[src/rtl/trg_mon_pkg.sv]
// Shared types and constants for the trigger monitor readout block.
package trg_mon_pkg;

  // Readout sequencer states.
  typedef enum logic [1:0] {
    ST_IDLE = 2'd0,
    ST_LOAD = 2'd1,
    ST_SEND = 2'd2
  } state_t;

  // Word returned for addresses beyond the populated monitor range.
  localparam logic [15:0] FILL_WORD_DEF = 16'hEB90;

  // Width of the rejected-request counter.
  localparam int DROP_CNT_W = 16;

endpackage

[src/rtl/trg_mon_shadow.sv]
// Shadow bank: snapshots the whole live monitor bus on request so that a
// multi-word burst reads one coherent set of values, and provides an indexed
// read with an out-of-range flag.
module trg_mon_shadow
  import trg_mon_pkg::*;
#(
  parameter int                DATA_W    = 16,
  parameter int                N_REGS    = 48,
  parameter int                ADDR_W    = 8,
  parameter logic [DATA_W-1:0] FILL_WORD = DATA_W'(FILL_WORD_DEF)
) (
  input  logic                     clk_in,
  input  logic                     rst_in_N,
  input  logic                     cap_en,
  input  logic [N_REGS*DATA_W-1:0] bus,
  input  logic [ADDR_W-1:0]        rd_addr,
  output logic [DATA_W-1:0]        word,
  output logic                     err
);

  logic [N_REGS*DATA_W-1:0] shadow_q;

  // Snapshot the full monitor bus when a burst is accepted.
  // NOTE: the bank is reset on purpose: after reset a read must return zeros,
  // never words left over from before the reset.
  always_ff @(posedge clk_in) begin
    // NOTE: non-blocking assignments for all clocked state, so every register
    // samples pre-edge values regardless of statement order.
    if (!rst_in_N) begin
      shadow_q <= '0;
    end else if (cap_en) begin
      shadow_q <= bus;
    end
  end

  // Indexed read; anything at or beyond N_REGS returns the fill pattern.
  always_comb begin
    // NOTE: defaults first so every path assigns both outputs and no latch
    // is inferred.
    word = FILL_WORD;
    err  = 1'b1;
    for (int k = 0; k < N_REGS; k++) begin
      if (rd_addr == ADDR_W'(k)) begin
        word = shadow_q[k*DATA_W +: DATA_W];
        err  = 1'b0;
      end
    end
  end

endmodule

[src/rtl/trg_mon_readout.sv]
// Trigger monitor readout: accepts a burst request, snapshots the monitor
// bus, then streams the requested words over a valid/ready interface.
module trg_mon_readout
  import trg_mon_pkg::*;
#(
  parameter int                DATA_W    = 16,
  parameter int                N_REGS    = 48,
  parameter int                ADDR_W    = 8,
  parameter logic [DATA_W-1:0] FILL_WORD = DATA_W'(FILL_WORD_DEF)
) (
  input  logic                     clk_in,
  input  logic                     rst_in_N,
  input  logic                     rd_in,
  input  logic [ADDR_W-1:0]        rd_addr_in,
  input  logic [ADDR_W-1:0]        rd_len_in,
  input  logic                     rd_abort_in,
  input  logic [N_REGS*DATA_W-1:0] mon_bus_in,
  input  logic                     mon_ready_in,
  output logic [DATA_W-1:0]        mon_data_out,
  output logic                     mon_valid_out,
  output logic                     mon_last_out,
  output logic                     mon_err_out,
  output logic                     busy_out,
  output logic [DROP_CNT_W-1:0]    rd_drop_cnt_out
);

  state_t                state_q, state_d;
  logic [ADDR_W-1:0]     cur_addr_q;
  logic [ADDR_W-1:0]     remain_q;
  logic [DATA_W-1:0]     data_q;
  logic                  err_q;
  logic [DROP_CNT_W-1:0] drop_q;

  logic                  in_send;
  logic                  hs;
  logic                  last_word;
  logic [ADDR_W-1:0]     rd_sel;
  logic [DATA_W-1:0]     sh_word;
  logic                  sh_err;

  assign in_send   = (state_q == ST_SEND);
  assign hs        = in_send && mon_ready_in;
  assign last_word = (remain_q == ADDR_W'(1));
  // In SEND the mux looks one word ahead so the next word loads on the
  // handshake edge and throughput stays at one word per cycle.
  assign rd_sel    = in_send ? cur_addr_q + ADDR_W'(1) : cur_addr_q;

  trg_mon_shadow #(
    .DATA_W    (DATA_W),
    .N_REGS    (N_REGS),
    .ADDR_W    (ADDR_W),
    .FILL_WORD (FILL_WORD)
  ) u_shadow (
    .clk_in   (clk_in),
    .rst_in_N (rst_in_N),
    .cap_en   ((state_q == ST_IDLE) && rd_in),
    .bus      (mon_bus_in),
    .rd_addr  (rd_sel),
    .word     (sh_word),
    .err      (sh_err)
  );

  // State register.
  always_ff @(posedge clk_in) begin
    if (!rst_in_N) state_q <= ST_IDLE;
    else           state_q <= state_d;
  end

  // Next-state logic; abort beats a same-cycle handshake.
  always_comb begin
    state_d = state_q;
    case (state_q)
      ST_IDLE: if (rd_in) state_d = ST_LOAD;
      ST_LOAD: state_d = rd_abort_in ? ST_IDLE : ST_SEND;
      ST_SEND: begin
        if (rd_abort_in)          state_d = ST_IDLE;
        else if (hs && last_word) state_d = ST_IDLE;
      end
      default: state_d = ST_IDLE;
    endcase
  end

  // Burst bookkeeping and output word register.
  always_ff @(posedge clk_in) begin
    if (!rst_in_N) begin
      cur_addr_q <= '0;
      remain_q   <= '0;
      data_q     <= '0;
      err_q      <= 1'b0;
    end else begin
      case (state_q)
        ST_IDLE: begin
          if (rd_in) begin
            cur_addr_q <= rd_addr_in;
            remain_q   <= (rd_len_in == '0) ? ADDR_W'(1) : rd_len_in;
          end
        end
        ST_LOAD: begin
          if (!rd_abort_in) begin
            data_q <= sh_word;
            err_q  <= sh_err;
          end
        end
        ST_SEND: begin
          if (!rd_abort_in && hs && !last_word) begin
            remain_q   <= remain_q - ADDR_W'(1);
            cur_addr_q <= cur_addr_q + ADDR_W'(1);
            data_q     <= sh_word;
            err_q      <= sh_err;
          end
        end
        default: ;
      endcase
    end
  end

  // Saturating count of requests rejected because a burst was in flight.
  always_ff @(posedge clk_in) begin
    if (!rst_in_N) begin
      drop_q <= '0;
    end else if (rd_in && (state_q != ST_IDLE) && (drop_q != '1)) begin
      drop_q <= drop_q + DROP_CNT_W'(1);
    end
  end

  assign mon_data_out    = data_q;
  assign mon_valid_out   = in_send;
  assign mon_last_out    = in_send && last_word;
  assign mon_err_out     = in_send && err_q;
  assign busy_out        = (state_q != ST_IDLE);
  assign rd_drop_cnt_out = drop_q;

endmodule
[config.mk]
export PLATFORM = sky130hd
export DESIGN_NAME = trg_mon_readout
export DESIGN_NICKNAME = d
export VERILOG_FILES = /design/src/rtl/trg_mon_pkg.sv /design/src/rtl/trg_mon_shadow.sv /design/src/rtl/trg_mon_readout.sv
export SDC_FILE = /design/constraint.sdc
export NUM_CORES = 2
export LEC_CHECK = 0
export ABC_AREA = 1
export CORE_AREA = 4 4 315 317
export DETAILED_ROUTE_END_ITERATION = 7
export DIE_AREA = 0 0 319 321
export HOLD_SLACK_MARGIN = 0.15
export PLACE_DENSITY = 0.71
export SYNTH_ARGS = -nofsm -noshare
export SYNTH_HDL_FRONTEND = slang
export SYNTH_SLANG_ARGS = --single-unit
[constraint.sdc]
create_clock -name clk_in -period 3.35 [get_ports clk_in]
set_clock_uncertainty 0.1 [all_clocks]
set_input_delay 0.335 -clock clk_in [delete_from_list [all_inputs] [get_ports clk_in]]
set_output_delay 0.335 -clock clk_in [all_outputs]
set_load 0.05 [all_outputs]
==> metrics <==
result of the run=finished, violations left; violated checks=negative setup slack; multi-input gate area in the final layout=~17000 µm²; global placement routability congestion=approximately 0.98; kind of start point of the critical path=flip-flop; met3 wire length=between 10 and 15 mm; H-tree level count=3; commonest cells after routing, fill and taps aside=nor2_1, o21ai_0, clkdlybuf4s50_1, dfxtp_1, nand2_1; Hold WC Path Type=in2reg; sequential cell area=16400 µm²; peak clock frequency supported by timing=0.223 GHz; number of cells traversed by the worst hold path=3; number of enable flip-flop cells after synthesis=0; most common cell after layout, fill and taps aside=nor2_1; # DRC=0; number of nets still failing antenna checks after routing=0; Mean Syn Cell Area=between 6 and 7 µm²; highest metal used=met5; critical path type=reg2reg; GRT Overall Usage=between 20 and 30%; routed vias=~40000; die width=between 300 and 400 µm; Leakage=22.1 nW; slew at the pin with the worst max-slew slack=between 900 and 1000 ps; Register-to-Register Path Depth=39; CTS Buf Count=91; proportion of layout cells with a drive suffix above 1=about 15%; WL per Instance=roughly 21 µm; Async S/R FF share, synth=0%; io pins=around 830; wl on met1=63.4 mm; arrival time worst endpoint=4920 ps; Finished Core Util=a little under three fifths; Met2 Routed Length=74.8 mm; beginning of the worst hold path=mon_bus_in[722]; maximum net fanout on the critical path=8; dominant combinational cell family by area after synthesis=simple AND/OR/NAND/NOR gates; DR iter-0 viols=4057; sequential share of the synthesized area=46.4%; Area Growth Syn to Fin=50.9%; power density cells=495 nW/µm²; clock slew at the register clock pins of the worst setup and hold paths=roughly 60 ps; DR vias/cell=between 5 and 6; number of port buffers=around 820; Cell variety after synth=49; post-layout worst setup margin=-1120 ps; final-report setup violation count=16; beginning of the worst register-to-register path=cur_addr_q[1]; largest net degree at the start of global routing=~150; first-pass GRT wire length=between 200 and 250 mm; Die ar.=a little over 100000 µm²; TritonCTS Sinks=between 800 and 900; slowest stage cell on the critical path=dfxtp_4; global route total overflow=0; adder-cell share of the synthesized area=less than 1%; number of global-route vias before repair=38182; standard cell core area=96300 µm²; IR Drop Worst-Case VDD=between 400 and 500 µV; detailed-placement wirelength estimate=~120 mm; flops & latches, synth=819; Critical Path RT=between 3000 and 4000 ps; clock buffer depth=3; synthesized-area fraction occupied by ao, oa, aoi and oai cells=between 20% and 30%; Final Hold Fails=0; Post-Synth XOR/XNOR Area=less than 1%; area fraction in and, or, nand and nor cells after synthesis=24.8%; net count after synthesis=slightly below 6000; normalized max-slew margin=about a third; number of nets at the end of the flow=about 7000; first element of the critical path=cur_addr_q[1]; cell area after synthesis=~35000 µm²; Clock Latency Late Sink=~670 ps; Gate Count Post-Synth=a little over 5000; Row Count=114; Filler Cells Inserted=9013; yosys warns=0; Most common cell on crit path=nand2_2; clk root buf=clkbuf_16; number of pins with negative max-slew slack in the final report=0; clock period minus worst slack=around 4500 ps; effective utilization at floorplan=between 30% and 40%; overall die height=approximately 320 µm; initial antenna violation count=45; maximum single-stage delay on the critical path=~360 ps; type of destination of the critical path=flip-flop; overall power after layout=between 20 and 30 mW; total routed wirelength=about 160 mm; maxcap violations=0; number of optimization iterations in the first detailed-route pass=6; Final period util=134%; CTS tree=built; multiplexer area fraction after synthesis=0%; most instantiated flip-flop cell in the synthesis netlist=dfxtp_1; unrepaired setup endpoints after global routing=true
-- Yosys cell counts (18+ instances only) --
master / count / area [µm²]
clkbuf_1: 311 / 1170
inv_1: 350 / 1310
nand3_1: 86 / 430
a21oi_1: 279 / 1400
nand2_1: 647 / 2430
inv_2: 18 / 67.6
nand4_1: 55 / 344
nor2_1: 1311 / 4920
or2_2: 34 / 213
o21ai_0: 922 / 4610
dfxtp_1: 819 / 16400
a221oi_1: 102 / 893
-- timing repair --
item,CTS,global route
pin swaps,101,178
buffers inserted,29,18
gates resized for setup,230,167
hold buffers,143,0
endpoints found under the setup margin,17,17
endpoints found under the hold margin,199,0
-- through the flow --
step           instance area (µm²)  setup WS [ps]  hold slack, ps  TNS (ps)  std cells
5_1_grt                      53200          -1410             170    -20380       7582
3_3_place_gp                 47100          -1650             333    -22100       7219
4_1_cts                      52400          -1120             150    -16230       7549
3_5_place_dp                 47100          -1700             337    -22610       7219
2_1_floorplan                35300           32.8             320         0       5088
6_report                     53300          -1120             184    -16080       7592
-- state kept, by name, indices dropped and copies added, names as in the netlist --
signal and flops:
rd_drop_cnt_out 16, remain_q 8, err_q 1, mon_data_out 16, u_shadow.shadow_q 768, cur_addr_q 8
state_q 2
-- where the power goes --
part | internal (mW) | leakage (nW) | total (mW) | switching [mW]
Clock | 5.62 | 1.44 | 9.86 | 4.24
Sequential | 10.6 | 6.79 | 11.1 | 0.478
Combinational | 2.34 | 13.8 | 5.43 | 3.08
Total | 18.6 | 22.1 | 26.4 | 7.80
-- routing by layer --
metal / GRT usage, % / vias to the layer above
li1: - / 18907
met1: 36.9 / 18420
met2: 48.4 / 1768
met3: 5.98 / 389
met4: 15.0 / 28
met5: 0 / -
-- cells by family (layout without fill, tap and decap cells) --
group,Yosys count,after routing
and+or+nand+nor,2189,2189
AOI/OAI and AO/OA,1368,1368
DFF,819,819
buffers and inverters,704,1907
adders and majority gates,4,4
xor gates and xnor gates,4,4
other,0,25
-- critical path, delay by kind of cell, from the launching register on --
kind | cells | cell delay, ps
buffers and inverters | 7 | 880
AOI/OAI and AO/OA | 2 | 380
and+or+nand+nor | 30 | 2630
DFF | 1 | 360
-- final cells by class --
class | instances | share of cell area [%]
sequential | 819 | 30.8
multi-input combinational | 3565 | 32.8
clock inverter | 34 | 0.634
tap | 1276 | 3.00
timing repair buffer | 1379 | 25.2
inverter | 370 | 2.65
antenna | 25 | 0.117
clock buffer | 124 | 4.83
-- final timing paths --
| path | end | slack, ps |
|---|---|---|
| worst max-delay path | mon_data_out[0] | -1120 |
| worst min-delay path | u_shadow.shadow_q[722] | 180 |
| worst max register to register | mon_data_out[0] | -1120 |
| worst min register to register | u_shadow.shadow_q[355] | 350 |
Note: power is estimated with default switching activity, not from simulation.
